==> src/rtl/axi_st_rr_arbiter.sv <==
// -----------------------------------------------------------------------------
// axi_st_rr_arbiter
//
// Packet-granular round-robin arbiter that multiplexes NUM_IN AXI-Stream slave
// ports onto one AXI-Stream master port. Once a slave is granted it keeps the
// grant until its tlast beat is accepted, so packets are never interleaved.
// The master side is a single registered stage (one beat deep, 1-cycle
// latency from slave accept to m_tvalid).
//
// Ports
//   clk, rst_n          single rising-edge clock, asynchronous active-low reset
//   s_tvalid/s_tready   per-slave handshake, one bit per slave
//   s_tdata .. s_tuser  per-slave payload, slave i packed at [i*W +: W]
//   s_tlast             per-slave end-of-packet marker
//   m_tvalid/m_tready   master handshake
//   m_tdata .. m_tuser  registered master payload
//   grant_idx           currently granted slave, meaningful while busy=1
//   busy                high while a slave holds the grant (LOCKED)
// -----------------------------------------------------------------------------
module axi_st_rr_arbiter #(
  parameter int NUM_IN     = 4,
  parameter int DATA_W     = 64,
  parameter int SYMBOL_NUM = 8,
  parameter int TID_W      = 8,
  parameter int TDEST_W    = 8,
  parameter int TUSER_W    = 8
) (
  input  logic                          clk,
  input  logic                          rst_n,
  input  logic [NUM_IN-1:0]             s_tvalid,
  output logic [NUM_IN-1:0]             s_tready,
  input  logic [NUM_IN*DATA_W-1:0]      s_tdata,
  input  logic [NUM_IN*SYMBOL_NUM-1:0]  s_tstrb,
  input  logic [NUM_IN*SYMBOL_NUM-1:0]  s_tkeep,
  input  logic [NUM_IN-1:0]             s_tlast,
  input  logic [NUM_IN*TID_W-1:0]       s_tid,
  input  logic [NUM_IN*TDEST_W-1:0]     s_tdest,
  input  logic [NUM_IN*TUSER_W-1:0]     s_tuser,
  output logic                          m_tvalid,
  input  logic                          m_tready,
  output logic [DATA_W-1:0]             m_tdata,
  output logic [SYMBOL_NUM-1:0]         m_tstrb,
  output logic [SYMBOL_NUM-1:0]         m_tkeep,
  output logic                          m_tlast,
  output logic [TID_W-1:0]              m_tid,
  output logic [TDEST_W-1:0]            m_tdest,
  output logic [TUSER_W-1:0]            m_tuser,
  output logic [$clog2(NUM_IN)-1:0]     grant_idx,
  output logic                          busy
);

  localparam int IDX_W = $clog2(NUM_IN);

  typedef enum logic {
    ST_IDLE   = 1'b0,
    ST_LOCKED = 1'b1
  } state_t;

  state_t                  r_state;
  logic [IDX_W-1:0]        r_rrPtr;
  logic [IDX_W-1:0]        r_grantIdx;

  logic                    r_mValid;
  logic [DATA_W-1:0]       r_mData;
  logic [SYMBOL_NUM-1:0]   r_mStrb;
  logic [SYMBOL_NUM-1:0]   r_mKeep;
  logic                    r_mLast;
  logic [TID_W-1:0]        r_mId;
  logic [TDEST_W-1:0]      r_mDest;
  logic [TUSER_W-1:0]      r_mUser;

  logic                    w_pickFound;
  logic [IDX_W-1:0]        w_pickIdx;
  logic                    w_slotFree;
  logic                    w_accept;
  logic                    w_selValid;
  logic                    w_selLast;
  logic [DATA_W-1:0]       w_selData;
  logic [SYMBOL_NUM-1:0]   w_selStrb;
  logic [SYMBOL_NUM-1:0]   w_selKeep;
  logic [TID_W-1:0]        w_selId;
  logic [TDEST_W-1:0]      w_selDest;
  logic [TUSER_W-1:0]      w_selUser;

  // Round-robin search starting at r_rrPtr. The loop walks offsets from the
  // farthest to the nearest so the last hit (smallest offset) wins.
  always_comb begin
    int cand;
    cand        = 0;
    w_pickFound = 1'b0;
    w_pickIdx   = '0;
    for (int k = NUM_IN - 1; k >= 0; k--) begin
      cand = int'(r_rrPtr) + k;
      if (cand >= NUM_IN) begin
        cand = cand - NUM_IN;
      end
      if (s_tvalid[cand]) begin
        w_pickFound = 1'b1;
        w_pickIdx   = IDX_W'(cand);
      end
    end
  end

  // Payload/handshake mux for the granted slave.
  always_comb begin
    w_selValid = 1'b0;
    w_selLast  = 1'b0;
    w_selData  = '0;
    w_selStrb  = '0;
    w_selKeep  = '0;
    w_selId    = '0;
    w_selDest  = '0;
    w_selUser  = '0;
    for (int i = 0; i < NUM_IN; i++) begin
      if (r_grantIdx == IDX_W'(i)) begin
        w_selValid = s_tvalid[i];
        w_selLast  = s_tlast[i];
        w_selData  = s_tdata[i*DATA_W +: DATA_W];
        w_selStrb  = s_tstrb[i*SYMBOL_NUM +: SYMBOL_NUM];
        w_selKeep  = s_tkeep[i*SYMBOL_NUM +: SYMBOL_NUM];
        w_selId    = s_tid[i*TID_W +: TID_W];
        w_selDest  = s_tdest[i*TDEST_W +: TDEST_W];
        w_selUser  = s_tuser[i*TUSER_W +: TUSER_W];
      end
    end
  end

  // The output stage can take a beat when empty or when it drains this cycle.
  assign w_slotFree = !r_mValid || m_tready;
  assign w_accept   = (r_state == ST_LOCKED) && w_selValid && w_slotFree;

  // Only the granted slave ever sees tready, and only in LOCKED.
  always_comb begin
    s_tready = '0;
    for (int i = 0; i < NUM_IN; i++) begin
      if ((r_state == ST_LOCKED) && (r_grantIdx == IDX_W'(i))) begin
        s_tready[i] = w_slotFree;
      end
    end
  end

  // Arbitration FSM: IDLE picks a requester, LOCKED holds it until tlast.
  // The pointer moves to the slot after the finished grant.
  always_ff @(posedge clk or negedge rst_n) begin
    if (!rst_n) begin
      r_state    <= ST_IDLE;
      r_rrPtr    <= '0;
      r_grantIdx <= '0;
    end else begin
      case (r_state)
        ST_IDLE: begin
          if (w_pickFound) begin
            r_grantIdx <= w_pickIdx;
            r_state    <= ST_LOCKED;
          end
        end
        ST_LOCKED: begin
          if (w_accept && w_selLast) begin
            r_state <= ST_IDLE;
            r_rrPtr <= (r_grantIdx == IDX_W'(NUM_IN - 1)) ? '0 : r_grantIdx + 1'b1;
          end
        end
        default: begin
          r_state <= ST_IDLE;
        end
      endcase
    end
  end

  // Output register: load on accept, drain on m_tready, otherwise hold.
  always_ff @(posedge clk or negedge rst_n) begin
    if (!rst_n) begin
      r_mValid <= 1'b0;
      r_mData  <= '0;
      r_mStrb  <= '0;
      r_mKeep  <= '0;
      r_mLast  <= 1'b0;
      r_mId    <= '0;
      r_mDest  <= '0;
      r_mUser  <= '0;
    end else if (w_accept) begin
      r_mValid <= 1'b1;
      r_mData  <= w_selData;
      r_mStrb  <= w_selStrb;
      r_mKeep  <= w_selKeep;
      r_mLast  <= w_selLast;
      r_mId    <= w_selId;
      r_mDest  <= w_selDest;
      r_mUser  <= w_selUser;
    end else if (m_tready) begin
      r_mValid <= 1'b0;
    end
  end

  assign m_tvalid  = r_mValid;
  assign m_tdata   = r_mData;
  assign m_tstrb   = r_mStrb;
  assign m_tkeep   = r_mKeep;
  assign m_tlast   = r_mLast;
  assign m_tid     = r_mId;
  assign m_tdest   = r_mDest;
  assign m_tuser   = r_mUser;
  assign grant_idx = r_grantIdx;
  assign busy      = (r_state == ST_LOCKED);

endmodule

==> config.mk <==
export PLATFORM = sky130hd
export DESIGN_NAME = axi_st_rr_arbiter
export DESIGN_NICKNAME = d
export VERILOG_FILES = /design/src/rtl/axi_st_rr_arbiter.sv
export SDC_FILE = /design/constraint.sdc
export NUM_CORES = 1
export LEC_CHECK = 0
export CORE_AREA = 5 5 207 209
export DETAILED_ROUTE_END_ITERATION = 12
export DIE_AREA = 0 0 212 214
export HOLD_SLACK_MARGIN = 0.06
export REMOVE_ABC_BUFFERS = 1
export SLEW_MARGIN = 20
export SYNTH_ARGS = -nofsm -noshare
export SYNTH_HDL_FRONTEND = slang
export SYNTH_SLANG_ARGS = --single-unit
==> constraint.sdc <==
create_clock -name clk -period 2.4 [get_ports clk]
set_input_delay 0.48 -clock clk [delete_from_list [all_inputs] [get_ports clk]]
set_output_delay 0.48 -clock clk [all_outputs]
set_load 0.01 [all_outputs]
==> results of run 1 <==
## flip-flops by register name, summed over array words and instances, names as in the netlist
name       count
r_rrPtr        2
m_tlast        1
m_tkeep        8
m_tuser        8
m_tvalid       1
m_tstrb        8
m_tid          8
m_tdest        8
m_tdata       64
busy           1
grant_idx      2
## what timing repair did
action                                 CTS  global route
cloned                                   0             0
hold buffers                             0             0
pin swaps                                0             1
gates resized for setup                  4             1
buffers inserted                         1             4
setup endpoints to repair                3             2
endpoints found under the hold margin    0             0
## worst max path at each step
stage / startpoint / endpoint / slack, ps / cells past startpoint
2_1_floorplan: grant_idx[0] / m_tdata[0] / -6190 / 5
3_3_place_gp: s_tvalid[3] / m_tdata[12] / 3 / 7
5_1_grt: grant_idx[1] / s_tready[1] / 9 / 4
6_report: grant_idx[1] / s_tready[1] / 80 / 4
3_5_place_dp: s_tvalid[3] / m_tdata[7] / -30 / 7
4_1_cts: grant_idx[1] / s_tready[1] / 0.9 / 4
## power by group
group          internal [mW]  leakage (nW)  switching (mW)
Sequential              2.80          1.38           0.543
Clock                  0.950         0.159           0.721
Combinational           6.77          4.76            5.58
Total                   10.5          6.30            6.85
## final cells by class
cell class              instances  area, µm²
flip-flops and latches        111       2780
well taps                     532        666
repair buffers                597       6060
multi-input cells             669       4590
clock inverters                 6       93.8
inverters                     111        417
fillers                      4189      25800
clock buffers                  10        239
diodes                          1       2.50
## layout by cell type (no fill, tap or decap), types with 2 or more instances in the layout
cell | Yosys | routed
buf_12 | 6 | 18
mux2_4 | 49 | 49
o21ai_0 | 107 | 107
buf_4 | 5 | 40
dfrtp_2 | 0 | 2
mux2_2 | 57 | 57
inv_1 | 110 | 108
a22o_1 | 104 | 104
and3_1 | 5 | 4
nand2_1 | 108 | 108
clkdlybuf4s50_1 | 0 | 538
ha_4 | 0 | 4
nand2b_1 | 3 | 3
dfrtp_1 | 111 | 109
clkbuf_16 | 0 | 9
inv_2 | 1 | 3
clkinv_4 | 0 | 3
bufinv_16 | 0 | 2
nor2_1 | 5 | 5
a21oi_1 | 213 | 213
## per-stage QoR
| step | utilization (%) | area [µm²] | cells |
|---|---|---|---|
| global placement | 35.6 | 14500 | 2015 |
| CTS | 36.4 | 14800 | 2032 |
| detailed placement | 35.6 | 14500 | 2015 |
| finish | 36.5 | 14800 | 2037 |
| global route | 36.5 | 14800 | 2037 |
| floorplan | - | 7730 | 891 |
## metal layers
metal	share of wire [%]	routed length, µm	vias to the layer above	global-route usage (%)
li1	-	-	4485	-
met4	3.0	1070	0	4.96
met3	7.4	2610	53	4.43
met1	40	14300	4278	17.2
met5	0	0	-	0
met2	49	17500	365	25.7
## logic make-up after synthesis
| group | count (synthesis) | synth area share, % |
|---|---|---|
| AND/OR/NAND/NOR | 124 | 6.00 |
| flip-flops | 111 | 33.7 |
| AO/OA/AOI/OAI | 435 | 31.7 |
| multiplexers | 106 | 16.7 |
| adder cells (fa/ha/maj) | 4 | 0.607 |
| buffers and inverters | 206 | 11.3 |
==> run_results.csv, run 1 <==
group,metric,value,unit
sta,finClkSkew,11.7,ps
logic_synthesis,synthesis.area,0.00824,mm²
sta,worstMarginPinSlew,612,ps
routing,wl_per_cell,17.4,µm
logic_synthesis,synth_seq_cells,111,
worst_setup_path,path_delay_family,"buffers and inverters",
logic_synthesis,seq_area_frac_synth,33.7,%
worst_setup_path,crit_fanout,6,
final_layout,nets,1930,
sta,min_period_over_period,96.6,%
die,initial_core_util,20.3,%
die,die-area,0.0454,mm²
worst_setup_path,arrival,1840,ps
routing,detail-route-antenna-nets,0,
logic_synthesis,yosys.area.top_type_share,33.7,%
logic_synthesis,yosys-top-cells-count,"a21oi_1 (213), dfrtp_1 (111), inv_1 (110)",
sta,slew_headroom,59.2,%
global_routing,grt_usage,14.8,%
worst_setup_path,reg2reg_depth,8,
sta,rsz0062_at_grt,"false",
worst_setup_path,rr_startpoint,"grant_idx[0]",
logic_synthesis,async_flop_share,100,%
place,gp_congestion,0.849,
worst_setup_path,worstSetupPathType,"reg -> out",
worst_setup_path,rrSetupSlack,170,ps
sta,fmax,0.431,GHz
min_path,hold_class,"in -> async",
logic_synthesis,synth_cell_types,33,
logic_synthesis,synth.most_common_cell,"a21oi_1",
die,core,0.0406,mm²
worst_setup_path,cp.required,1920,ps
worst_setup_path,cp_cell_sequence,"inv_2, ha_4, and3_1, clkdlybuf4s50_1",
global_routing,grt_pass1_wl,53500,µm
die,placementRows,74,
sta,period_minus_slack,2320,ps
worst_setup_path,max_stage_delay,530,ps
sta,fin_ws,80.9,ps
sta,finalSetupViolations,0,
worst_setup_path,crit_path_top_delay_cell,"clkdlybuf4s50_1",
run,cap_violations,0,
place,dp_slack,-28.1,ps
worst_setup_path,r2r_end,"m_tdata[7]",
routing,first_pass_iters,5,
logic_synthesis,synthCells,986,
worst_setup_path,startpoint_type,"flip-flop",
sta,final-max-slew-violation-count,0,
global_routing,grt_pass1_vias,9505,
routing,drtIter0Drc,449,
clock_network,cts_tree,"done",
final_layout,area_delta_synth_final,80.1,%
logic_synthesis,yosys_warnings,0,
routing,via_per_inst,4.51,
pwr,vdd_drop_max,0.599,mV
place,dp.final_hpwl,28600,µm
clock_network,clock_latency,360,ps
pwr,p_leak,6.30,nW
logic_synthesis,ys.flop_type,"dfrtp_1",
global_routing,grt_max_degree,114,
sta,tns,0,ps
routing,vias,9181,
place,portBuffers,539,
clock_network,clockBufferDepth,2,
pwr,p_total,17.4,mW
logic_synthesis,synth_edf_count,0,
clock_network,numCtsBuffers,9,
global_routing,antenna_found_initial,1,
sta,hold_viol,0,
run_status,outcome,"complete, no violations",
die,chipWidth,212,µm
die,chipHeight,214,µm
pwr,p_per_area,1170,mW/mm²
logic_synthesis,syn_avg_cell_area,8.36,µm²
die,io_pins,540,
global_routing,grt-ovfl-total,0,
clock_network,cts.sinks,111,
routing,drcViolationCount,0,
clock_network,clockRootBuffer,"clkbuf_16",
final_layout,drive_gt1_share,12.8,%
routing,wirelength,35500,µm
worst_setup_path,cp_num_buf_inv,2,
clock_network,cts.reportedPaths.clkPinSlew,80,ps
logic_synthesis,yosys-top-cells-area,"dfrtp_1 (34%), a21oi_1 (13%), a22o_1 (11%), mux2_4 (8.9%), mux2_2 (7.8%)",
clock_network,cts_htree_levels,3,
logic_synthesis,synth_top_area_cell,"dfrtp_1",
sta,holdWs,194,ps
worst_setup_path,cp-end-kind,"primary output",
No activity file was read; power rests on OpenSTA's default activity.
==> run 2, diff against run 1 <==
--- a/config.mk
+++ b/config.mk
@@ -5,7 +5,7 @@
 export SDC_FILE = /design/constraint.sdc
 export NUM_CORES = 1
 export LEC_CHECK = 0
-export CORE_AREA = 5 5 207 209
+export CORE_AREA = 2 2 210 212
 export DETAILED_ROUTE_END_ITERATION = 12
 export DIE_AREA = 0 0 212 214
 export HOLD_SLACK_MARGIN = 0.06
==> run 2 against run 1 <==
The flow now finishes with violations (setup timing). Total power hardly changed. Cell count is 3.0% higher. Fmax is 3.5% lower. Worst hold slack better by 310 ps. Count of clock-buffer cells in the layout stayed put. Routed wire length is 0.41% lower. Sequential power hardly changed. Combinational power hardly changed. Sequential share of layout area is 0.15 points lower. First-iteration DRC count is 1.1% lower. Worst setup slack worse by 84 ps. Largest cell class unchanged. Highest routed layer unchanged.
==> run_results.csv, run 2 (synthesis gave the netlist of run 1 again) <==
group,metric,value,unit
worst_setup_path,cp-end-kind,"flip-flop",
worst_setup_path,crit_top_cell,"buf_4",
final_layout,nets,1940,
min_path,hold_class,"reg -> reg",
global_routing,grt-ovfl-total,0,
final_layout,drive_gt1_share,13.2,%
sta,final-max-slew-violation-count,0,
final_layout,n_fill_cell,4408,
sta,fin_ws,-2.62,ps
routing,wl_per_cell,16.9,µm
global_routing,grt_usage,14.9,%
worst_setup_path,crit_path_top_delay_cell,"dfrtp_1",
clock_network,clockBufferDepth,2,
routing,first_pass_iters,5,
clock_network,cts.reportedPaths.clkPinSlew,70,ps
routing,drcViolationCount,0,
sta,slew_headroom,60.5,%
routing,wirelength,35400,µm
clock_network,clockRootBuffer,"clkbuf_16",
sta,finalSetupViolations,1,
die,chipHeight,214,µm
run,cap_violations,0,
sta,finClkSkew,5.24,ps
place,portBuffers,539,
global_routing,grt_pass1_wl,52400,µm
sta,worstMarginPinSlew,592,ps
clock_network,cts_tree,"done",
run_status,violations,"setup timing",
routing,via_per_inst,4.39,
worst_setup_path,cp_num_buf_inv,3,
die,io_pins,540,
clock_network,cts.sinks,111,
final_layout,fin_area,0.0150,mm²
global_routing,grt_pass1_vias,9458,
die,chipWidth,212,µm
worst_setup_path,arrival,2660,ps
clock_network,clock_latency,370,ps
sta,hold_viol,0,
place,gp_congestion,0.893,
routing,drtIter0Drc,444,
final_layout,layout_commonest_cell,"clkdlybuf4s50_1",
worst_setup_path,cp_cell_sequence,"buf_4, ha_4, buf_4, buf_4, a21oi_1, a221oi_1, o2111ai_1, mux2_2",
final_layout,area_delta_synth_final,81.5,%
final_layout,final_cells,2099,
clock_network,numCtsBuffers,9,
sta,fmax,0.416,GHz
pwr,p_total,17.4,mW
final_layout,num_antenna_cells,0,
pwr,vdd_drop_max,0.865,mV
global_routing,antenna_found_initial,0,
worst_setup_path,path_delay_family,"compound AO/OA/AOI/OAI gates",
routing,detail-route-antenna-nets,0,
sta,min_period_over_period,100,%
place,dp.cells,2073,
die,die-area,0.0454,mm²
sta,tns,-2.62,ps
place,dp.final_hpwl,27500,µm
worst_setup_path,worstSetupPathType,"reg -> reg",
routing,vias,9223,
pwr,p_per_area,1160,mW/mm²
die,placementRows,76,
place,placed_area,0.0145,mm²
global_routing,grt_max_degree,102,
worst_setup_path,max_stage_delay,420,ps
die,core,0.0429,mm²
sta,period_minus_slack,2400,ps
worst_setup_path,startpoint_type,"flip-flop",
clock_network,cts_htree_levels,3,
pwr,p_leak,6.36,nW
final_layout,largest_reg_flops,64,
worst_setup_path,cp.required,2660,ps
final_layout,final_cell_mix,"clkdlybuf4s50_1 (536), a21oi_1 (213), dfrtp_1 (110)",
final_layout,postLayoutCoreUtil,34.9,%
die,initial_core_util,19.2,%
run_status,outcome,"finished, violations left",
worst_setup_path,crit_fanout,12,
## run 2: final timing paths
kind / from / to / slack (ps) / depth (start not counted)
max: grant_idx[0] / r_rrPtr[1] / -3 / 8
min: m_tid[6] / m_tid[6] / 510 / 1
max reg2reg: grant_idx[0] / r_rrPtr[1] / -3 / 8
min reg2reg: m_tid[6] / m_tid[6] / 510 / 1
max in group asynchronous: rst_n / m_tdata[18] / 1160 / 3
min in group asynchronous: rst_n / m_tdata[15] / 540 / 2
## run 2: per-stage QoR
| stage | hold slack (ps) | worst slack, ps |
|---|---|---|
| after global placement | 378 | -63.8 |
| final | 508 | -2.62 |
| after floorplan | 184 | -6190 |
| after CTS | 513 | 54.1 |
| after global routing | 521 | -95.0 |
| after detailed placement | 382 | -102 |
## run 2: area by class of cell
class | instances | area (µm²) | share of cell area, %
Multi-Input combinational cell | 669 | 4600 | 30.8
Sequential cell | 111 | 2780 | 18.6
Tap cell | 585 | 732 | 4.90
Timing Repair Buffer | 607 | 6130 | 41.0
Inverter | 111 | 417 | 2.79
Clock buffer | 10 | 229 | 1.53
Clock inverter | 6 | 68.8 | 0.460
## run 2: routing by layer
metal  GRT usage (%)  part of all wire, %
met2            26.5                   49
met5               0                    0
met1            16.9                   40
met4            5.92                  2.9
met3            3.90                  8.3
## run 2: what timing repair did
action	in CTS	in global routing
endpoints found under the hold margin	17	0
gates resized for setup	5	1
cloned	2	0
hold buffers	1	0
setup buffers	7	0
endpoints found under the setup margin	4	7
pin swaps	1	0
## run 2: where the power goes
part	leakage (nW)	internal, mW	total, mW	switching [mW]
logic	4.83	6.80	12.4	5.63
registers	1.38	2.80	3.36	0.554
clock network	0.143	0.819	1.58	0.757
total	6.36	10.4	17.4	6.94
==> run 3, diff against run 2 <==
--- a/config.mk
+++ b/config.mk
@@ -5,9 +5,9 @@
 export SDC_FILE = /design/constraint.sdc
 export NUM_CORES = 1
 export LEC_CHECK = 0
-export CORE_AREA = 2 2 210 212
+export CORE_AREA = 2 2 213 215
 export DETAILED_ROUTE_END_ITERATION = 12
-export DIE_AREA = 0 0 212 214
+export DIE_AREA = 0 0 215 217
 export HOLD_SLACK_MARGIN = 0.06
 export REMOVE_ABC_BUFFERS = 1
 export SLEW_MARGIN = 20
==> constraint.sdc (replaced) <==
create_clock -name clk -period 1.9 [get_ports clk]
set_input_delay 0.38 -clock clk [delete_from_list [all_inputs] [get_ports clk]]
set_output_delay 0.38 -clock clk [all_outputs]
set_load 0.01 [all_outputs]
==> run 3 against run 2 <==
The run still ends with setup timing left. First-iteration DRC count shrank 7.0%. Worst setup slack got worse by 300 ps. Global-route usage up 0.63 points. Sequential cell count unchanged. Critical path depth unchanged. Sequential share of layout area is 1.2 points lower. Combinational power grew 52%. Worst hold slack better by 1.9 ps. Fmax rose by 9.0%. Sequential power is 25% higher. Largest cell class unchanged.
==> run_results.csv, run 3 (synthesis gave the netlist of run 1 again) <==
group,metric,value,unit
run_status,violations,"setup timing",
die,initial_core_util,18.4,%
global_routing,grt_usage,15.6,%
final_layout,layout_commonest_cell,"clkdlybuf4s50_1",
place,dp.final_hpwl,28300,µm
die,die-area,0.0467,mm²
min_path,hold_path_depth,1,
sta,worstMarginPinSlew,495,ps
worst_setup_path,rr_startpoint,"grant_idx[1]",
worst_setup_path,reg2reg_depth,8,
min_path,hold_class,"reg -> reg",
final_layout,final_cell_mix,"clkdlybuf4s50_1 (532), a21oi_1 (208), dfrtp_1 (110)",
sta,finalSetupViolations,110,
global_routing,grt_pass1_vias,9936,
sta,tns,-25470,ps
worst_setup_path,max_stage_delay,410,ps
clock_network,clock_latency,370,ps
routing,via_per_inst,4.43,
final_layout,area_delta_synth_final,93.9,%
routing,first_pass_iters,7,
worst_setup_path,cp_cell_sequence,"buf_6, ha_4, buf_6, a221oi_4, and3_4, buf_12, clkbuf_16, mux2_4",
run,cap_violations,0,
clock_network,cts.sinks,111,
die,io_pins,540,
sta,fmax,0.454,GHz
pwr,p_per_area,1560,mW/mm²
die,core,0.0447,mm²
sta,holdWs,510,ps
clock_network,cts.reportedPaths.clkPinSlew,80,ps
pwr,vdd_drop_max,0.662,mV
worst_setup_path,cp.required,2160,ps
place,dp.cells,2131,
clock_network,cts_tree,"done",
final_layout,postLayoutCoreUtil,35.7,%
place,portBuffers,539,
sta,slew_headroom,66.6,%
routing,wl_per_cell,17.6,µm
worst_setup_path,crit_fanout,8,
routing,drcViolationCount,0,
clock_network,clockRootBuffer,"clkbuf_16",
sta,final-max-slew-violation-count,0,
sta,rsz0062_at_grt,"true",
final_layout,final_cells,2175,
place,gp_congestion,0.905,
worst_setup_path,crit_path_top_delay_cell,"dfrtp_1",
routing,drtIter0Drc,413,
clock_network,numCtsBuffers,9,
run_status,outcome,"finished, violations left",
die,placementRows,78,
sta,min_period_over_period,116,%
worst_setup_path,cp-end-kind,"flip-flop",
sta,finClkSkew,11.1,ps
final_layout,drive_gt1_share,17.2,%
min_path,hold_start,"m_tstrb[4]",
pwr,p_leak,6.91,nW
sta,period_minus_slack,2200,ps
clock_network,clockBufferDepth,2,
global_routing,grt_pass1_wl,56800,µm
clock_network,cts_htree_levels,3,
worst_setup_path,cp_num_buf_inv,4,
worst_setup_path,worstSetupPathType,"reg -> reg",
final_layout,nets,2001,
worst_setup_path,r2r_end,"m_tdata[53]",
pwr,p_total,24.9,mW
sta,hold_viol,0,
worst_setup_path,arrival,2460,ps
worst_setup_path,crit_top_cell,"buf_6",
routing,vias,9627,
routing,wirelength,38200,µm
worst_setup_path,rrSetupSlack,-300,ps
die,chipWidth,215,µm
worst_setup_path,startpoint_type,"flip-flop",
global_routing,grt-ovfl-total,0,
global_routing,grt_max_degree,60,
final_layout,largest_reg_flops,64,
global_routing,antenna_found_initial,0,
min_path,min_to,"m_tstrb[4]",
die,chipHeight,217,µm
worst_setup_path,path_delay_family,"buffers and inverters",
sta,fin_ws,-305,ps
routing,detail-route-antenna-nets,0,
[run 3: changes by cell type in the layout (fill, tap and decap cells not counted), moves of 5 or more]
cell,previous run,this run
a21oi_1,213,208
buf_16,0,8
mux2_2,57,15
buf_8,0,11
clkbuf_16,9,14
a21oi_2,0,5
o21ai_0,107,100
o21ai_1,1,8
mux2_4,49,91
buf_6,0,15
buf_4,52,73
[run 3: repair_timing]
item	CTS	global route
hold buffers	1	0
endpoints found under the setup margin	112	112
hold endpoints to repair	111	0
cloned	7	5
resized for setup	92	34
pin swaps	6	4
setup buffers	15	2
[run 3: worst register-to-register path, cell delays in order (launching register included)]
cell and delay (ps):
dfrtp_1 410, buf_6 140, ha_4 170, buf_6 130
a221oi_4 240, and3_4 310, buf_12 200, clkbuf_16 200
mux2_4 300
[run 3: through the flow]
| step | instance area [µm²] | setup WS [ps] |
|---|---|---|
| after detailed placement | 14900 | -435 |
| after CTS | 15800 | -280 |
| after floorplan | 7730 | -6690 |
| after global routing | 16000 | -372 |
| final | 16000 | -305 |
| after global placement | 14900 | -407 |
[run 3: routing by layer]
metal	routed length [µm]	global-route usage [%]	vias up
met5	0	0	-
met4	996	5.29	0
met3	2470	3.59	55
met2	18400	26.7	394
met1	16300	19.2	4555
li1	-	-	4623
[run 3: cell type report]
| type | count | area (µm²) |
|---|---|---|
| Timing Repair Buffer | 668 | 6970 |
| Antenna cell | 1 | 2.50 |
| Inverter | 111 | 417 |
| Clock inverter | 4 | 32.5 |
| Multi-Input combinational cell | 669 | 4780 |
| Clock buffer | 11 | 243 |
| Fill cell | 4675 | 28700 |
| Sequential cell | 111 | 2780 |
| Tap cell | 600 | 751 |
[run 3: worst max-delay path by stage]
stage | from | to | slack (ps) | cells after the start
floorplan | grant_idx[0] | m_tdata[0] | -6690 | 5
global placement | s_tvalid[3] | m_tdata[12] | -410 | 7
detailed placement | s_tvalid[3] | m_tdest[5] | -430 | 7
CTS | grant_idx[1] | m_tstrb[6] | -280 | 9
global route | grant_idx[1] | m_tdata[53] | -370 | 8
finish | grant_idx[1] | m_tdata[53] | -300 | 8
[run 3: where the power goes]
group / internal [mW] / switching (mW)
logic: 10.8 / 8.11
registers: 3.54 / 0.653
clock network: 0.925 / 0.934
total: 15.2 / 9.69
